<file path="src/rtl/nes_input_events.sv">
// nes_input_events: frame-rate sampling, two-sample debounce, D-pad auto-repeat
// and clear-on-read press/release event registers for the NES controller.
//
// Ports:
//   clock           system clock, all logic on posedge
//   reset           asynchronous active-low reset
//   controller_data live buttons {A,B,Select,Start,Up,Down,Left,Right}, 1 = pressed
//   rd_en, rd_sel   one-cycle read strobe and register select
//                   (0 state, 1 press events, 2 release events, 3 status)
//   rd_data         registered read data, holds until the next rd_en
//   irq_mask        per-button interrupt enable
//   irq             level interrupt, |(press_pend & irq_mask)
module nes_input_events #(
  parameter int unsigned SAMPLE_PERIOD = 833334,
  parameter int unsigned REPEAT_DELAY  = 30,
  parameter int unsigned REPEAT_RATE   = 6,
  parameter logic [7:0]  REPEAT_MASK   = 8'h0F
) (
  input  logic       clock,
  input  logic       reset,
  input  logic [7:0] controller_data,
  input  logic       rd_en,
  input  logic [1:0] rd_sel,
  output logic [7:0] rd_data,
  input  logic [7:0] irq_mask,
  output logic       irq
);

  localparam int unsigned CNT_W = (SAMPLE_PERIOD > 1) ? $clog2(SAMPLE_PERIOD) : 1;
  localparam int unsigned HOLD_W = 8;

  localparam logic [1:0] ST_IDLE   = 2'd0;
  localparam logic [1:0] ST_DELAY  = 2'd1;
  localparam logic [1:0] ST_REPEAT = 2'd2;

  logic [CNT_W-1:0]  tick_cnt;
  logic              tick;
  logic [7:0]        last;
  logic [7:0]        db;
  logic [7:0]        new_db;
  logic [7:0]        rise;
  logic [7:0]        fall;
  logic [7:0]        m;
  logic [7:0]        mo;
  logic [7:0]        press_pend;
  logic [7:0]        release_pend;
  logic              overrun;
  logic [1:0]        state;
  logic [1:0]        state_nxt;
  logic [HOLD_W-1:0] hold_cnt;
  logic [HOLD_W-1:0] hold_nxt;
  logic [7:0]        rep_fire;
  logic [7:0]        press_set;
  logic              rd_press;
  logic              rd_release;
  logic              rd_status;
  logic [7:0]        rd_mux;

  assign tick = (tick_cnt == CNT_W'(SAMPLE_PERIOD - 1));

  // Debounce: a sample only reaches db once it matched the previous sample.
  // Off-tick new_db equals db, so edges and the FSM stay quiet between ticks.
  always_comb begin
    new_db = db;
    if (tick && (controller_data == last)) new_db = controller_data;
  end

  assign rise      = new_db & ~db;
  assign fall      = ~new_db & db;
  assign m         = new_db & REPEAT_MASK;
  assign mo        = db & REPEAT_MASK;
  assign press_set = rise | rep_fire;

  // Auto-repeat next-state: hold_cnt is compared before incrementing so the
  // first fire lands REPEAT_DELAY ticks after the last change of m.
  always_comb begin
    state_nxt = state;
    hold_nxt  = hold_cnt;
    rep_fire  = 8'h00;
    if (tick) begin
      case (state)
        ST_IDLE: begin
          if (m != 8'h00) begin
            state_nxt = ST_DELAY;
            hold_nxt  = '0;
          end
        end
        ST_DELAY: begin
          if (m == 8'h00) begin
            state_nxt = ST_IDLE;
          end else if (m != mo) begin
            hold_nxt = '0;
          end else if (hold_cnt == HOLD_W'(REPEAT_DELAY - 1)) begin
            rep_fire  = m;
            state_nxt = ST_REPEAT;
            hold_nxt  = '0;
          end else begin
            hold_nxt = hold_cnt + HOLD_W'(1);
          end
        end
        ST_REPEAT: begin
          if (m == 8'h00) begin
            state_nxt = ST_IDLE;
          end else if (m != mo) begin
            state_nxt = ST_DELAY;
            hold_nxt  = '0;
          end else if (hold_cnt == HOLD_W'(REPEAT_RATE - 1)) begin
            rep_fire = m;
            hold_nxt = '0;
          end else begin
            hold_nxt = hold_cnt + HOLD_W'(1);
          end
        end
        default: begin
          state_nxt = ST_IDLE;
          hold_nxt  = '0;
        end
      endcase
    end
  end

  // Repeat FSM state register
  always_ff @(posedge clock or negedge reset) begin
    if (!reset) begin
      state    <= ST_IDLE;
      hold_cnt <= '0;
    end else begin
      state    <= state_nxt;
      hold_cnt <= hold_nxt;
    end
  end

  assign rd_press   = rd_en && (rd_sel == 2'd1);
  assign rd_release = rd_en && (rd_sel == 2'd2);
  assign rd_status  = rd_en && (rd_sel == 2'd3);

  assign irq = |(press_pend & irq_mask);

  // Read mux sees pre-edge register values
  always_comb begin
    rd_mux = 8'h00;
    case (rd_sel)
      2'd0:    rd_mux = db;
      2'd1:    rd_mux = press_pend;
      2'd2:    rd_mux = release_pend;
      default: rd_mux = {irq, overrun, 6'b000000};
    endcase
  end

  // Sampling, debounce and event registers; a clear on the same edge as a new
  // event leaves exactly the new bits so nothing is lost.
  always_ff @(posedge clock or negedge reset) begin
    if (!reset) begin
      tick_cnt     <= '0;
      last         <= 8'h00;
      db           <= 8'h00;
      press_pend   <= 8'h00;
      release_pend <= 8'h00;
      overrun      <= 1'b0;
      rd_data      <= 8'h00;
    end else begin
      if (tick) begin
        tick_cnt <= '0;
        last     <= controller_data;
      end else begin
        tick_cnt <= tick_cnt + CNT_W'(1);
      end
      db           <= new_db;
      press_pend   <= (rd_press ? 8'h00 : press_pend) | press_set;
      release_pend <= (rd_release ? 8'h00 : release_pend) | fall;
      overrun      <= (rd_status ? 1'b0 : overrun) | (|(press_set & press_pend));
      if (rd_en) rd_data <= rd_mux;
    end
  end

endmodule

</file>
<file path="config.mk">
export PLATFORM = sky130hd
export DESIGN_NAME = nes_input_events
export DESIGN_NICKNAME = d
export VERILOG_FILES = /design/src/rtl/nes_input_events.sv
export SDC_FILE = /design/constraint.sdc
export NUM_CORES = 1
export LEC_CHECK = 0
export ABC_AREA = 1
export BUFFER_PORTS_ARGS = -buffer_cell sky130_fd_sc_hd__buf_2
export CORE_MARGIN = 8
export CORE_UTILIZATION = 55
export CTS_CLUSTER_DIAMETER = 200
export DETAILED_ROUTE_END_ITERATION = 7
export GPL_ROUTABILITY_DRIVEN = 0
export PLACE_DENSITY = 0.8
export SETUP_SLACK_MARGIN = 0.05
export SLEW_MARGIN = 20
export SYNTH_ARGS = -nofsm -noshare
export SYNTH_HDL_FRONTEND = slang
export SYNTH_SLANG_ARGS = --single-unit
</file>
<file path="constraint.sdc">
create_clock -name clock -period 3.2 [get_ports clock]
set_clock_uncertainty 0.2 [all_clocks]
set_input_delay 0.96 -clock clock [delete_from_list [all_inputs] [get_ports clock]]
set_output_delay 0.96 -clock clock [all_outputs]
set_load 0.05 [all_outputs]
</file>
# == Yosys cells after proc, flatten, opt, wreduce, memory -nomap -nowiden ==
# Cells that the tools add are included.
# W data, S select, Z words.
# word_totals
ff_bits,71
inputBits,21
output_inout_bits,9
word_cells,78
# classes
add_sub_neg,2
eq_ne,16
n_mux,29
n_bitwise,10
n_reduce_logical,12
# ops
operator,n
$mux W8,11
$pmux W8 S3,2
$and A8 B8 Y8,4
$mux W4,6
$or A8 B8 Y8,3
$add A20 B1 Y20 const B,1
$eq A20 B20 Y1 const B,1
$mux W20,1
$not A8 Y8,2
$reduce_or A8 Y1,2
$mux W2,6
$ne A3 B3 Y1 const B,3
$add A8 B1 Y8 const B,1
$eq A8 B3 Y1 const B,1
$eq A8 B5 Y1 const B,1
$eq A8 B8 Y1,1
$logic_not A8 Y1,1
$pmux W4 S2,1
$reduce_bool A8 Y1,1
$eq A2 B2 Y1 const B,3
$ne A2 B2 Y1 const B,3
$pmux W2 S3,1
$reduce_and A5 Y1,1
$eq A2 B1 Y1 const B,2
6 further kinds,10

# == Longest topological paths before layout ==
# Gate-level depths: netlist (run 1).
# logic_depth
ltp_word,12
mapped_depth,22
ltp_nobuf,20

# == Worst setup path after synthesis (run 1) ==
# No wires, ideal clock.
# synth_timing
path_type,in2reg
from,input port controller_data[4]
to,register overrun
setup_time_ps,65
arrival_time_ps,2993
required_time_ps,2935
slack_ps,-58
stages,21
n_path_buf,2
path_cell_list,inv_1 nand2_1 nand2_1 nand2_1 nor2_1 nand3_2 buf_6 nand2_4 nand2_4 ha_1 nand4_1 inv_1 clkbuf_1 nand4_1 o21ai_0 nand3_1 nand2_1 nand2_1 nand2_1 inv_1 nand2_1
# synth_between
elab_chain_cells,12
word_cells_on_any_way,18
classes_between,2 x eq/ne; 9 x mux; 4 x bitwise; 3 x reduce/logical
# synth_rtl
item,line,rtl
from (decl),21,"input logic [7:0] controller_data,"
$eq A8 B8 Y1 *,65,if (tick && (controller_data == last)) new_db = controller_data;
$logic_and A1 B1 Y1 *,65,
$mux W8 *,65,
via new_db[3],40,logic [7:0] new_db;
"$ne A4 B4 Y1, or another cell as far along","91, 104",
"$mux W4, on equally long branches","104, 91",
"$mux W4, on equally long branches","102, 89",
$pmux W4 S2,81,case (state)
$mux W8,80,if (tick) begin
$or A8 B8 Y8 *,72,assign press_set = rise | rep_fire;
$and A8 B8 Y8 *,171,overrun <= (rd_status ? 1'b0 : overrun) | (|(press_set & press_pend));
$reduce_or A8 Y1 *,171,
$or A1 B1 Y1 *,171,
to (signal assigned),171,
to (decl),47,logic overrun;
# The timed path passes the listed nets; every way through them passes the cells marked *.
# A chain may end at the register's enable or synchronous reset.

# == Final worst setup path (run 1) ==
# layout_timing
from,input port controller_data[5]
to,register overrun
# The elaborated chain is that of the path after synthesis.

==> results of run 1 <==
-- sequential cells by signal (all words and copies together), names as in the netlist --
name	count
db	8
hold_cnt	8
last	8
overrun	1
press_pend	8
rd_data	8
release_pend	8
state	2
tick_cnt	20
-- cell families after synthesis --
logic type      after synthesis
flops                        71
compound gates               80
simple gates                272
buf+inv                     105
xor+xnor                     12
fa+ha+maj                    16
-- layer usage --
| metal | part of all wire (%) | up-vias |
|---|---|---|
| li1 | - | 1919 |
| met1 | 42 | 1832 |
| met2 | 50 | 115 |
| met3 | 5.8 | 23 |
| met4 | 2.3 | 0 |
| met5 | 0 | - |
-- critical path: cells and delay by family --
family        cells  cell delay, ns
simple gates     15            1.43
fa+ha+maj         1            0.23
buf+inv           4            0.40
-- repair_timing --
item                                    4_1_cts  5_1_grt
setup buffers                                 0        2
resized for setup                             0       15
endpoints found under the setup margin        0        4
-- metrics by stage --
stage               hold slack, ns  util [%]  instances
global route                 0.323      67.2        725
detailed placement           0.272      63.7        706
CTS                          0.290      66.2        722
finish                       0.282      67.2        725
floorplan                    0.261         -        556
global placement             0.265      63.7        706
-- power by group through the flow --
stage | Clock (mW) | Combinational [mW] | Sequential, mW
3_3_place_gp | 0 | 0.0936 | 0.917
2_1_floorplan | 0 | 0.0272 | 0.923
6_report | 0.665 | 0.0962 | 0.900
3_5_place_dp | 0 | 0.0955 | 0.917
4_1_cts | 0.672 | 0.0959 | 0.900
5_1_grt | 0.717 | 0.109 | 0.899
-- synth_stat cells (2+ instances only) --
cell type / number / area share, %
nor4_1: 8 / 1.2
nand2_1: 128 / 12
buf_1: 2 / 0.18
nor2_1: 63 / 5.7
inv_2: 6 / 0.54
nor3_1: 7 / 0.84
ha_1: 16 / 4.8
a22o_1: 3 / 0.63
a21oi_1: 22 / 2.6
a221oi_1: 4 / 0.84
o21ai_1: 4 / 0.48
nand4_1: 16 / 2.4
o21ai_0: 29 / 3.5
nand3_1: 34 / 4.1
nand2_2: 3 / 0.45
nor2_4: 3 / 0.81
clkbuf_1: 5 / 0.45
dfrtp_1: 71 / 43
nand2_4: 4 / 1.1
nor3b_1: 2 / 0.36
inv_1: 90 / 8.1
o21bai_1: 4 / 0.72
o211ai_1: 3 / 0.54
o22ai_1: 6 / 0.90
xor2_1: 11 / 2.3
nor2_2: 2 / 0.30
-- cell type report --
type / count / area [um^2] / area share, %
clock buffer: 11 / 151 / 3.09
multi-input combinational: 380 / 2030 / 41.5
sequential: 71 / 1780 / 36.3
timing repair buffer: 61 / 409 / 8.35
clock inverter: 5 / 32.5 / 0.664
timing repair inverter: 1 / 7.51 / 0.153
inverter: 97 / 364 / 7.43
tap: 99 / 124 / 2.53
-- worst paths after layout --
check,end,startpoint,cells after the start,slack [ns]
min in group asynchronous,last[6],reset,1,0.44
min reg2reg,rd_data[0],rd_data[0],2,0.28
max,overrun,controller_data[5],20,0.22
max in group asynchronous,tick_cnt[8],reset,2,1.69
max reg2reg,overrun,tick_cnt[1],20,0.30
min,rd_data[0],rd_data[0],2,0.28
==> results.md, run 1 <==
* Status: finished clean
* GRT Overall Usage at 19.6%
* Least-Margin Pin Slew at 0.697 ns
* Worst-path cell chain: buf_2, inv_2, nand2_1, nand2_1, nor2_1, nand2_1, nor2_4, nand3_1, nand2_1, ha_1, nand4_1, clkinvlp_4, nand4_1, nand2_1, nand3_1, nand2_1, nand2_1, nand2_1, inv_1, nand2_1
* Most common cell after layout, fill and taps aside: nand2_1
* Via density at 5.36
* Post-synthesis cell area at 4180 um^2
* Clock Path Buffers at 2
* IO Pins at 30
* Sw frac at 24.5%
* Seq pwr share at 54.2%
* Initial antenna violation count at 0
* Crit path DAT at 3.03 ns
* Power per cell area at 339 nW/um^2
* Yosys reg bits at 71
* Post-Route WL at 9.73 mm
* Required time worst endpoint at 3.25 ns
* Placement Rows at 31
* H-tree Lvls at 3
* Post-DP Area at 4650 um^2
* Fillers at 630
* Synthesis warning total at 0
* DRT Pass-1 Iters at 5
* Vias at 3889
* Post-synthesis simple-gate area fraction at 29.1%
* Syn_nets at 593
* Most used cell, CP: nand2_1
* Wire length per cell at 13.4 um
* CTS Hold Bufs at 0
* Skew-Pair Late Insertion Delay at 0.36 ns
* Post-layout instance area at 4900 um^2
* Ys flop type: dfrtp_1
* EDFF count, synth at 0
* Detailed placer's ending HPWL at 7.20 mm
* Pins Over Slew Limit at 0
* Layout cell share with drive strength beyond 1 at 17.1%
* Antenna Violating Nets Remaining at 0
* CTS buffer count at 9
* Final net count at 658
* Post-Syn Instances at 556
* Initial DRC Count at 176
* Diodes inserted at 0
* Post-route total power at 1.66 mW
* Startpoint Class: input pin
* Post-synthesis mux area share at 0%
* Hold crit path type: flip-flop to flip-flop
* Yosys cell types at 36
* Post-synthesis compound-gate area fraction at 11.4%
* P&R area growth vs syn at 17.3%
* Cell Int Power at 1.25 mW
* DRC Markers at 0
* Commonest non-fill, non-tap cells in the layout: nand2_1 (128), inv_1 (88), dfrtp_1 (71)
* Sink Count at 71
* FFs w/ async S/R, synth at 100%
* Kind of critical path: input pin to flip-flop
* Final Setup Violations at 0
* Final period util at 93.1%
* Clock transition at path regs at 0.08 ns
* Setup TNS at 0 ns
* Worst rel slew slack at 53.5%
* Largest family of logic cells by synthesized area: simple AND/OR/NAND/NOR gates
* Buffers on Ports at 29
* Register area share after synthesis at 42.5%
* Core area at 7290 um^2
* Min Tclk post-route at 2.98 ns
* XOR/XNOR Fraction of Synth Area at 2.52%
* Synth Area per Inst at 7.51 um^2
* Max IR drop VDD at 189 uV
* Psw at 407 uW
* Met2 usage at 34.5%
* Maximum Capacitance Violations at 0
* Fmax at 336 MHz
* Remaining Overflow, GRT at 0
* Die ar. at 10600 um^2
* Clock network power share at 40.0%
* Final Hold Violating Endpoints at 0
* Chip Width at 103 um
* Leakage at 2.44 nW
* Post-Synth Adder-Cell Area at 4.79%
* Dpl ws at -0.164 ns
* Grt met1 use at 21.8%
* Root buf cell: clkbuf_8
* Met3 Track Usage GR at 4.59%
* Busiest layer in global routing: met2
* Slowest cell on crit path: ha_1
* Max FO, Critical Path at 5
* Die Ht at 103 um
* TritonCTS clock tree: done
* Vias in the first global route at 3778
* Global-route wire length before repair at 16.4 mm
* Initial core utilization at 57.3%
* Critical Path Max Stage Delay at 0.23 ns
* Crit end category: flip-flop
* Setup ws final at 0.222 ns
* Largest net degree at the start of global routing at 43
* Combinational Power Share at 5.8%
No activity file was read; power rests on OpenSTA's default activity.
==> inputs of run 2 (changes only) <==
--- a/config.mk
+++ b/config.mk
@@ -12,7 +12,7 @@
 export CTS_CLUSTER_DIAMETER = 200
 export DETAILED_ROUTE_END_ITERATION = 7
 export GPL_ROUTABILITY_DRIVEN = 0
-export PLACE_DENSITY = 0.8
+export PLACE_DENSITY = 0.83
 export SETUP_SLACK_MARGIN = 0.05
 export SLEW_MARGIN = 20
 export SYNTH_ARGS = -nofsm -noshare
==> run 2 against run 1 <==
  * Setup slack worse by 0.072 ns
  * Critical path depth unchanged
  * Fmax decreased by 2.4%
  * Largest cell class unchanged
  * Largest power group unchanged
==> results.md, run 2 (synthesis results as in run 1) <==
* Largest net degree at the start of global routing at 72
* Placement Rows at 31
* Remaining Overflow, GRT at 0
* Detailed placer's ending HPWL at 7.21 mm
* Core area at 7290 um^2
* Vias at 3983
* Antenna Violating Nets Remaining at 0
* Final period util at 95.3%
* TritonCTS clock tree: done
* Die ar. at 10600 um^2
* Worst rel slew slack at 63.2%
* Layout cell share with drive strength beyond 1 at 18.8%
* Final Hold Violating Endpoints at 0
* Hold crit path type: flip-flop to flip-flop
* Critical Path Source: controller_data[1]
* Pins Over Slew Limit at 0
* Final Setup Violations at 0
* GRT Overall Usage at 19.4%
* Via density at 5.52
* Global-route wire length before repair at 16.4 mm
* IO Pins at 30
* Crit end category: flip-flop
* Top reg by flops: tick_cnt
* RR Startpoint: tick_cnt[1]
* H-tree Lvls at 3
* Final net count at 655
* Skew-Pair Late Insertion Delay at 0.35 ns
* Chip Width at 103 um
* Diodes inserted at 0
* Most common cell after layout, fill and taps aside: nand2_1
* Least-Margin Pin Slew at 0.550 ns
* Max FO, Critical Path at 5
* DRT Pass-1 Iters at 6
* Commonest non-fill, non-tap cells in the layout: nand2_1 (121), inv_1 (85), dfrtp_1 (71)
* Met1 Routed Length at 4.02 mm
* Hold slack final at 0.283 ns
* Die Ht at 103 um
* Root buf cell: clkbuf_8
* Met2 routed WL at 5.07 mm
* Startpoint Class: input pin
* Buffers on Ports at 29
* Max IR drop VDD at 215 uV
* Min Tclk post-route at 3.05 ns
* Largest register FFs at 20
* Fin cells at 721
* CTS Hold Bufs at 0
* Clock transition at path regs at 0.08 ns
* Highest metal used: met4
* Wire length per cell at 14.0 um
* Status: finished clean
* Leakage at 2.46 nW
* Kind of critical path: input pin to flip-flop
* Wire length on met3 at 693 um
* Vias in the first global route at 3738
* P&R area growth vs syn at 19.7%
* Post-Route WL at 10.1 mm
* Initial core utilization at 57.3%
* Clock Path Buffers at 2
* Power per cell area at 371 nW/um^2
* DRC Markers at 0
* Initial antenna violation count at 0
* Crit path DAT at 3.09 ns
* Required time worst endpoint at 3.24 ns
* Sink Count at 71
* Post-route total power at 1.86 mW
* CTS buffer count at 9
* Min-delay src: rd_data[4]
* Initial DRC Count at 220
* Fmax at 328 MHz
* DP Cell Count at 703
* Maximum Capacitance Violations at 0
## run 2: cell count changes in the layout (fill, tap and decap cells not counted), sizes merged
cell,change
clkinvlp,-3
clkbuf,-1
buf,-3
bufinv,+3
## run 2: stage by stage
stage          util [%]  setup TNS, ns  setup slack (ns)  instance area, um^2
2_1_floorplan         -              0            0.0572                 4180
3_5_place_dp       63.4          -1.07            -0.214                 4620
6_report           68.6              0             0.150                 5000
4_1_cts            66.6              0             0.116                 4860
5_1_grt            68.6        -0.0492           -0.0492                 5000
3_3_place_gp       63.4         -0.125           -0.0572                 4620
## run 2: worst max-delay path, cell delays in order
cell and delay (ns):
buf_2 0.11, buf_4 0.13, nand2_1 0.06, nand2_1 0.05, nor2_1 0.08, nand2_1 0.09, nor2_4 0.18, nand3_1 0.14
nand2_2 0.12, ha_4 0.20, nand4_1 0.19, clkinvlp_4 0.18, nand4_1 0.10, nand2_1 0.07, nand3_2 0.07, nand2_1 0.07
nand2_1 0.07, nand2_1 0.05, nor2_1 0.11, nand2_1 0.06
## run 2: path summary, 6_finish.rpt
kind,end,slack [ns],depth (start not counted)
worst max register to register,overrun,0.27,20
worst min register to register,rd_data[4],0.28,2
max in group asynchronous,tick_cnt[15],2.06,2
worst min-delay path,rd_data[4],0.28,2
worst max-delay path,overrun,0.15,20
min in group asynchronous,press_pend[4],0.42,2
## run 2: what timing repair did
action                                  4_1_cts  5_1_grt
endpoints found under the setup margin        0        5
resized for setup                             0       35
buffers inserted                              0        2
## run 2: layer usage
metal	vias to the layer above	global-route usage, %
li1	1919	-
met1	1878	21.7
met2	155	33.2
met3	31	4.73
met4	0	10.9
met5	-	0
## run 2: layout make-up
cell class	count	area, um^2
Inverter	97	364
Sequential cell	71	1780
Tap cell	99	124
Timing Repair inverter	1	7.51
Clock inverter	5	108
Timing Repair Buffer	58	397
Fill cell	575	2290
Multi-Input combinational cell	380	2100
Clock buffer	10	128
## run 2: where the power goes
| group | internal (mW) | switching [mW] | leakage (nW) |
|---|---|---|---|
| clock network | 0.517 | 0.343 | 0.117 |
| logic | 0.0347 | 0.0618 | 1.42 |
| registers | 0.899 | 0.00114 | 0.924 |
